File: config.mk
export PLATFORM = sky130hd
export DESIGN_NAME = seg7_scan
export DESIGN_NICKNAME = d
export VERILOG_FILES = /design/src/rtl/seg7_scan.sv
export SDC_FILE = /design/constraint.sdc
export NUM_CORES = 1
export LEC_CHECK = 0
export ABC_CLOCK_PERIOD_IN_PS = 2300
export CORE_ASPECT_RATIO = 1.75
export CORE_MARGIN = 3
export CORE_UTILIZATION = 45
export DETAILED_ROUTE_END_ITERATION = 7
export PLACE_DENSITY = 0.69
export SYNTH_ARGS = -nofsm -noshare
export SYNTH_HDL_FRONTEND = slang
export SYNTH_SLANG_ARGS = --single-unit
File: constraint.sdc
create_clock -name clk -period 2.3 [get_ports clk]
set_input_delay 0.46 -clock clk [delete_from_list [all_inputs] [get_ports clk]]
set_output_delay 0.46 -clock clk [all_outputs]
set_load 0.02 [all_outputs]
File: src/rtl/seg7_scan.sv
// ---------------------------------------------------------------------------
// seg7_scan -- eight-digit multiplexed seven-segment display driver
//
// Purpose:
//   Lights one digit at a time for CLK_DIV clock cycles and walks the digit
//   index 0..7. Data is double-buffered:
//   - a load strobe captures data into a hold register;
//   - the hold register is copied to the displayed shadow register only at a
//     frame boundary (index 7 slot ending), so a frame never mixes values.
//   Outputs an/a2g are registered, giving one cycle of latency.
//
// Optional feature:
//   Define SEG7_SCAN_LZ_BLANK_EN to blank leading-zero digits. Digit 0 is
//   never blanked. Scan timing, frame_done and commit behaviour are the same
//   in both builds.
//
// Parameters:
//   CLK_DIV     clock cycles each digit is lit (2 .. 2^20)
//
// Ports:
//   clk         in   1   system clock, rising edge
//   reset       in   1   synchronous active-high reset
//   load        in   1   single-cycle strobe, capture data into hold
//   data        in   32  eight hex nibbles, nibble k -> digit k
//   an          out  8   digit anodes, active-low (one low or all high)
//   a2g         out  7   segments a..g, active-low, a2g[6]=a
//   pending     out  1   captured data waits for the next frame boundary
//   frame_done  out  1   one-cycle pulse in the last cycle of digit 7's slot
// ---------------------------------------------------------------------------
module seg7_scan #(
  parameter int unsigned CLK_DIV = 100000
) (
  input  logic        clk,
  input  logic        reset,
  input  logic        load,
  input  logic [31:0] data,
  output logic [7:0]  an,
  output logic [6:0]  a2g,
  output logic        pending,
  output logic        frame_done
);

  localparam int unsigned        DIV_W    = $clog2(CLK_DIV);
  localparam logic [DIV_W-1:0]   DIV_LAST = DIV_W'(CLK_DIV - 1);

  logic [DIV_W-1:0] div_q, div_d;
  logic [2:0]       idx_q, idx_d;
  logic [31:0]      hold_q, hold_d;
  logic [31:0]      shadow_q, shadow_d;
  logic             pending_q, pending_d;
  logic [7:0]       an_q, an_d;
  logic [6:0]       a2g_q, a2g_d;

  logic             div_wrap;
  logic             frame_end;
  logic             commit;
  logic [31:0]      shadow_shr;

  // Active-low abcdefg pattern for one hex nibble.
  function automatic logic [6:0] seg_decode(input logic [3:0] nib);
    logic [6:0] seg;
    case (nib)
      4'h0:    seg = 7'b0000001;
      4'h1:    seg = 7'b1001111;
      4'h2:    seg = 7'b0010010;
      4'h3:    seg = 7'b0000110;
      4'h4:    seg = 7'b1001100;
      4'h5:    seg = 7'b0100100;
      4'h6:    seg = 7'b0100000;
      4'h7:    seg = 7'b0001111;
      4'h8:    seg = 7'b0000000;
      4'h9:    seg = 7'b0000100;
      4'hA:    seg = 7'b0001000;
      4'hB:    seg = 7'b1100000;
      4'hC:    seg = 7'b0110001;
      4'hD:    seg = 7'b1000010;
      4'hE:    seg = 7'b0110000;
      default: seg = 7'b0111000;
    endcase
    return seg;
  endfunction

  always_comb begin
    div_wrap   = (div_q == DIV_LAST);
    frame_end  = div_wrap && (idx_q == 3'd7);
    commit     = frame_end && pending_q;

    div_d      = div_wrap ? '0 : div_q + DIV_W'(1);
    idx_d      = div_wrap ? idx_q + 3'd1 : idx_q;

    hold_d     = hold_q;
    shadow_d   = shadow_q;
    pending_d  = pending_q;

    // Commit reads the old hold before a coincident load replaces it, and
    // the load then leaves pending set for the following frame.
    if (commit) begin
      shadow_d  = hold_q;
      pending_d = 1'b0;
    end
    if (load) begin
      hold_d    = data;
      pending_d = 1'b1;
    end

    // Shadow shifted so the current digit's nibble sits in bits 3:0; the
    // remaining upper bits are the more-significant digits.
    shadow_shr = shadow_q >> {idx_q, 2'b00};
    an_d       = ~(8'b1 << idx_q);
    a2g_d      = seg_decode(shadow_shr[3:0]);

`ifdef SEG7_SCAN_LZ_BLANK_EN
    if ((idx_q != 3'd0) && (shadow_shr == 32'd0)) begin
      an_d  = 8'hFF;
      a2g_d = 7'h7F;
    end
`endif
  end

  always_ff @(posedge clk) begin
    if (reset) begin
      div_q     <= '0;
      idx_q     <= 3'd0;
      hold_q    <= 32'd0;
      shadow_q  <= 32'd0;
      pending_q <= 1'b0;
      an_q      <= 8'hFF;
      a2g_q     <= 7'h7F;
    end else begin
      div_q     <= div_d;
      idx_q     <= idx_d;
      hold_q    <= hold_d;
      shadow_q  <= shadow_d;
      pending_q <= pending_d;
      an_q      <= an_d;
      a2g_q     <= a2g_d;
    end
  end

  assign an         = an_q;
  assign a2g        = a2g_q;
  assign pending    = pending_q;
  // Decoded from registered state; gated so it stays low while reset is held.
  assign frame_done = frame_end && !reset;

endmodule
* Word-level counts from Yosys, hierarchy flattened
Memory sizes are Yosys's and may differ from the RTL's. A register that Yosys moved wholly into a read port is not among the register bits.
Cells that the tools add are included.
** Word-level totals
- ROM bits :: 112
- Output and inout bits :: 17
- Input bits :: 35
- Memories kept :: 1
- Word-level logic and storage cells :: 22
- Register bits after elaboration :: 93
** Cells by class
- Add/subtract/negate cells :: 2
- Shift-type cells :: 2
- Mux-type cells :: 2
- Reductions and logical operators :: 6
- Bitwise gates (word level) :: 1
- Equality and inequality tests :: 2
** Memory list
- (no name shown) :: depth 16, width 7, rd ports 1, clocked after Yosys merged registers in 1, write ports 0, line 62 : case (nib)
** Operators with widths (count)
- 32-bit by 5-bit right shift with 4-bit output :: 1
- 17-bit by 1-bit adder with 17-bit output, second input constant :: 1
- 17-bit == test, second input constant :: 1
- 8-bit inverter :: 1
- 1-bit by 3-bit << shifter with 8-bit output, first input constant :: 1
- 3-bit by 1-bit adder with 3-bit output, second input constant :: 1
- 3-bit == test, second input constant :: 1
- 1-bit logical AND :: 3
- 1-bit two-way mux :: 2
- 2-bit nonzero test :: 1
- 2-bit OR reduction :: 1
- 1-bit logical NOT :: 1

* Depth between registers and ports, before layout
- Depth in word-level cells :: 5
- Mapped depth :: 8
- Gate-level depth less buffers :: 7

* Least setup slack after synthesis
Ideal clock, no wire load.
- Path type :: reg-to-reg
- Start point :: register idx_q[0]
- End point :: register a2g_q[1], in the netlist a2g[1]
- Path buffers :: 1
- Required time :: 2.178 ns
- Data arrival time :: 2.337 ns
- Clock period less this slack :: 2.458 ns
- Stages on the path, launching flop included :: 9
- Slack :: -0.158 ns
- Library setup time :: 0.122 ns
- Path through :: dfxtp_1 -> buf_6 -> mux4_1 -> mux2i_1 -> inv_1 -> ha_1 -> nand3_1 -> o21ai_1 -> a221o_1
** On the way
- Longest elaborated chain between the ends :: 1
** Ends and longest elaborated chain
- from (decl) :: line 47 : logic [2:0] idx_q, idx_d;
- from (signal assigned) :: line 131 : idx_q <= idx_d;
- 32-bit by 5-bit right shift with 4-bit output :: line 108 : shadow_shr = shadow_q >> {idx_q, 2'b00};
- to (decl) :: line 52 : logic [6:0] a2g_q, a2g_d;
Every way passes these cells.
A chain may end at the register's enable or synchronous reset.

* Worst setup path in the final report
- Start point :: register idx_q[0]
- End point :: register a2g_q[0], in the netlist a2g[0]
Same word-level chain as after synthesis.

==> run metrics <==
Non-Filler Instances 582; core area approximately 8800 um2; max-slew violations 0; Worst Hold Launch reset; reg-to-reg slack, setup ~0.083 ns; CTS root buf clkbuf_16; share of power burned in registers between 50% and 60%; Filler cells 785; crit path launch type register; nets@finish between 500 and 600; Synth area leader dfxtp_1; Sw Ratio between 20% and 30%; CTS buffer count 9; clk slew on worst S/H paths about 0.060 ns; hold endpoint an[7]$_SDFF_PP1_; Reg-to-Reg End a2g[0]$_SDFF_PP1_; hold_buf cts 0; Tightest Hold Check Type input port to register; cell count after synthesis ~400; synthesized flop and latch total 100; DRC violations left 0; synth warn 0; final worst-path setup slack around 0.083 ns; EDFF count, synth 0; Final Skew 0.00704 ns; sequential area share after synthesis between 40% and 50%; vias in the first global route roughly 2800; TritonRoute pass-1 iters 4; Post-Syn Area between 4000 and 5000 um2; row count 45; reg2reg start idx_q[0]$_SDFFE_PP0N_; Fin Hold WS between 0.3 and 0.4 ns; gr usage total 16.6%; relative slew slack 45.7%; GRT overflow 0; Setup violations, final 0; Syn Area/Cell 10.2 um2; P&R area growth vs syn 23.2%; Ports 52; CTS Sinks 100; Hold Fails Final Rpt 0; vias per cell 5.01; number of buffers added on ports between 50 and 60; H-tree depth 3; pre-CTS setup slack between 0.08 and 0.09 ns; most frequent cell after synthesis dfxtp_1; Detail Placement HPWL just under 6 mm; final wirelength approximately 8.1 mm; starting density of the core a little under half; antenna-violating nets left 0; number of antenna violations at the first check in global routing 0; internal power about 2.7 mW; clk buf depth 2; PwrDens just under 700 nW/um2; Die Width 78.6 um; Net Sw Power about 710 uW; Synth area leaders dfxtp_1, mux2i_1, nor2_1, ha_1, mux4_1; RSZ-0062 raised after global routing no; die area 10500 um2; VDD IR max between 0.0004 and 0.0005 V; Worst-Skew Late Latency ~0.34 ns; Least-Margin Pin Slew around 0.81 ns; largest net degree at the start of global routing 83; share of cells above drive strength 1 under 10%; Critical Setup Path Class register to register; Worst Hold Path Cells 2; CTS tree done; gpl congestion slightly above 0.9; Comb pwr share 5.7%; post-synth top area share roughly half; Antenna Cells 0; Top FF cell, synth dfxtp_1; r2r worst-path depth 6; routed vias 2916; first-pass GRT wire length roughly 14 mm; fmax 451 MHz; Tmin final between 2 and 2.5 ns; Initial DRC Count between 100 and 150; Clk network pwr share 42.0%; Worst Path Max Fanout 8; CP Data Required Time 2.52 ns; Die Height 133 um; ys async rst share 0%; status finished clean; Synth cell types 43; Leak 1.99 nW; post-layout util around 58%; commonest cells in the synthesized netlist dfxtp_1, nor2_1, mux2i_1, clkbuf_1, ha_1; routed len/inst ~14 um; Crit. End Element register; Arrival @ worst endpoint around 2.4 ns; Max Cap Viol 0; Post-Syn Nets roughly 450; Final Cycle Share 96.4%; Setup TNS 0 ns; dpl cells 566
metrics by stage:
| stage | area (um2) | power, mW |
|---|---|---|
| 6_report | 5110 | 3.44 |
| 5_1_grt | 5110 | 3.56 |
| 4_1_cts | 5110 | 3.47 |
| 3_5_place_dp | 4820 | 2.04 |
| 3_3_place_gp | 4820 | 2.03 |
| 2_1_floorplan | 4170 | 1.94 |
worst max-delay path, cell delays in order (launching register included):
cell       delay (ns)
dfxtp_4          0.38
buf_4            0.17
mux2_2           0.22
a2bb2oi_1        0.44
and2_0           0.43
o21ai_0          0.15
a221o_1          0.31
power by group through the flow:
| stage | Combinational [mW] | Clock [mW] | Sequential, mW |
|---|---|---|---|
| 2_1_floorplan | 0.0992 | 0 | 1.84 |
| 3_3_place_gp | 0.193 | 0 | 1.84 |
| 3_5_place_dp | 0.197 | 0 | 1.84 |
| 4_1_cts | 0.198 | 1.47 | 1.80 |
| 5_1_grt | 0.215 | 1.53 | 1.81 |
| 6_report | 0.195 | 1.44 | 1.80 |
area by class of cell:
type                    instances  area [um2]  area share, %
multi-input cells             272        2010           39.3
flip-flops and latches        100        2010           39.2
repair buffers                 68         636           12.4
clock buffers                  14         244           4.77
well taps                     117         146           2.86
clock inverters                 2        35.0          0.685
inverters                       9        33.8          0.661
layer usage:
layer  global-route usage [%]  part of all wire [%]  vias to the layer above
li1                         -                     -                     1482
met1                     18.4                    40                     1377
met2                     29.7                    55                       46
met3                     3.07                   2.6                       11
met4                     7.78                   2.3                        0
met5                        0                     0                        -
timing repair:
item | in CTS | in global routing
resized for setup | 2 | 5
setup endpoints to repair | 1 | 5
pin swaps | 0 | 0
buffers inserted | 0 | 0
sequential cells by signal, summed over array words and instances (netlist names):
register / cells
a2g: 7
shadow_q: 32
div_q: 17
pending: 1
hold_q: 32
an: 8
idx_q: 3
how the worst max path moves through the flow:
| stage | from | to | cells after the start |
|---|---|---|---|
| final | idx_q[0]$_SDFFE_PP0N_ | a2g[0]$_SDFF_PP1_ | 6 |
| after CTS | div_q[0]$_SDFF_PP0_ | frame_done | 6 |
| after global placement | idx_q[0]$_SDFFE_PP0N_ | a2g[4]$_SDFF_PP1_ | 6 |
| after global routing | idx_q[0]$_SDFFE_PP0N_ | a2g[3]$_SDFF_PP1_ | 7 |
| after floorplan | idx_q[0]$_SDFFE_PP0N_ | a2g[4]$_SDFF_PP1_ | 7 |
| after detailed placement | idx_q[0]$_SDFFE_PP0N_ | a2g[4]$_SDFF_PP1_ | 6 |
cell usage in the layout, fill, tap and decap left out, types with 3 or more instances in the layout:
cell type | Yosys | routed
clkbuf_1 | 14 | 5
and3_1 | 5 | 5
clkdlybuf4s50_1 | 0 | 48
clkbuf_16 | 0 | 9
a21oi_1 | 3 | 3
xnor2_1 | 10 | 10
mux4_1 | 5 | 5
nand2_1 | 12 | 12
xor2_1 | 7 | 7
nand3_1 | 8 | 8
ha_1 | 13 | 13
nand4_1 | 5 | 5
nor2_1 | 97 | 97
mux2i_1 | 70 | 68
inv_1 | 7 | 6
o21ai_0 | 4 | 4
buf_4 | 3 | 16
nand2b_1 | 4 | 4
dfxtp_1 | 100 | 99
cell families (layout without fill, tap and decap cells):
group	Yosys count	after routing	synth area share (%)
compound gates	18	18	3.08
xor+xnor	17	17	3.59
fa+ha+maj	13	13	3.92
buf+inv	33	93	4.07
flops	100	100	48.3
mux	79	79	21.7
simple gates	145	145	15.4
No activity file was read; power rests on OpenSTA's default activity.
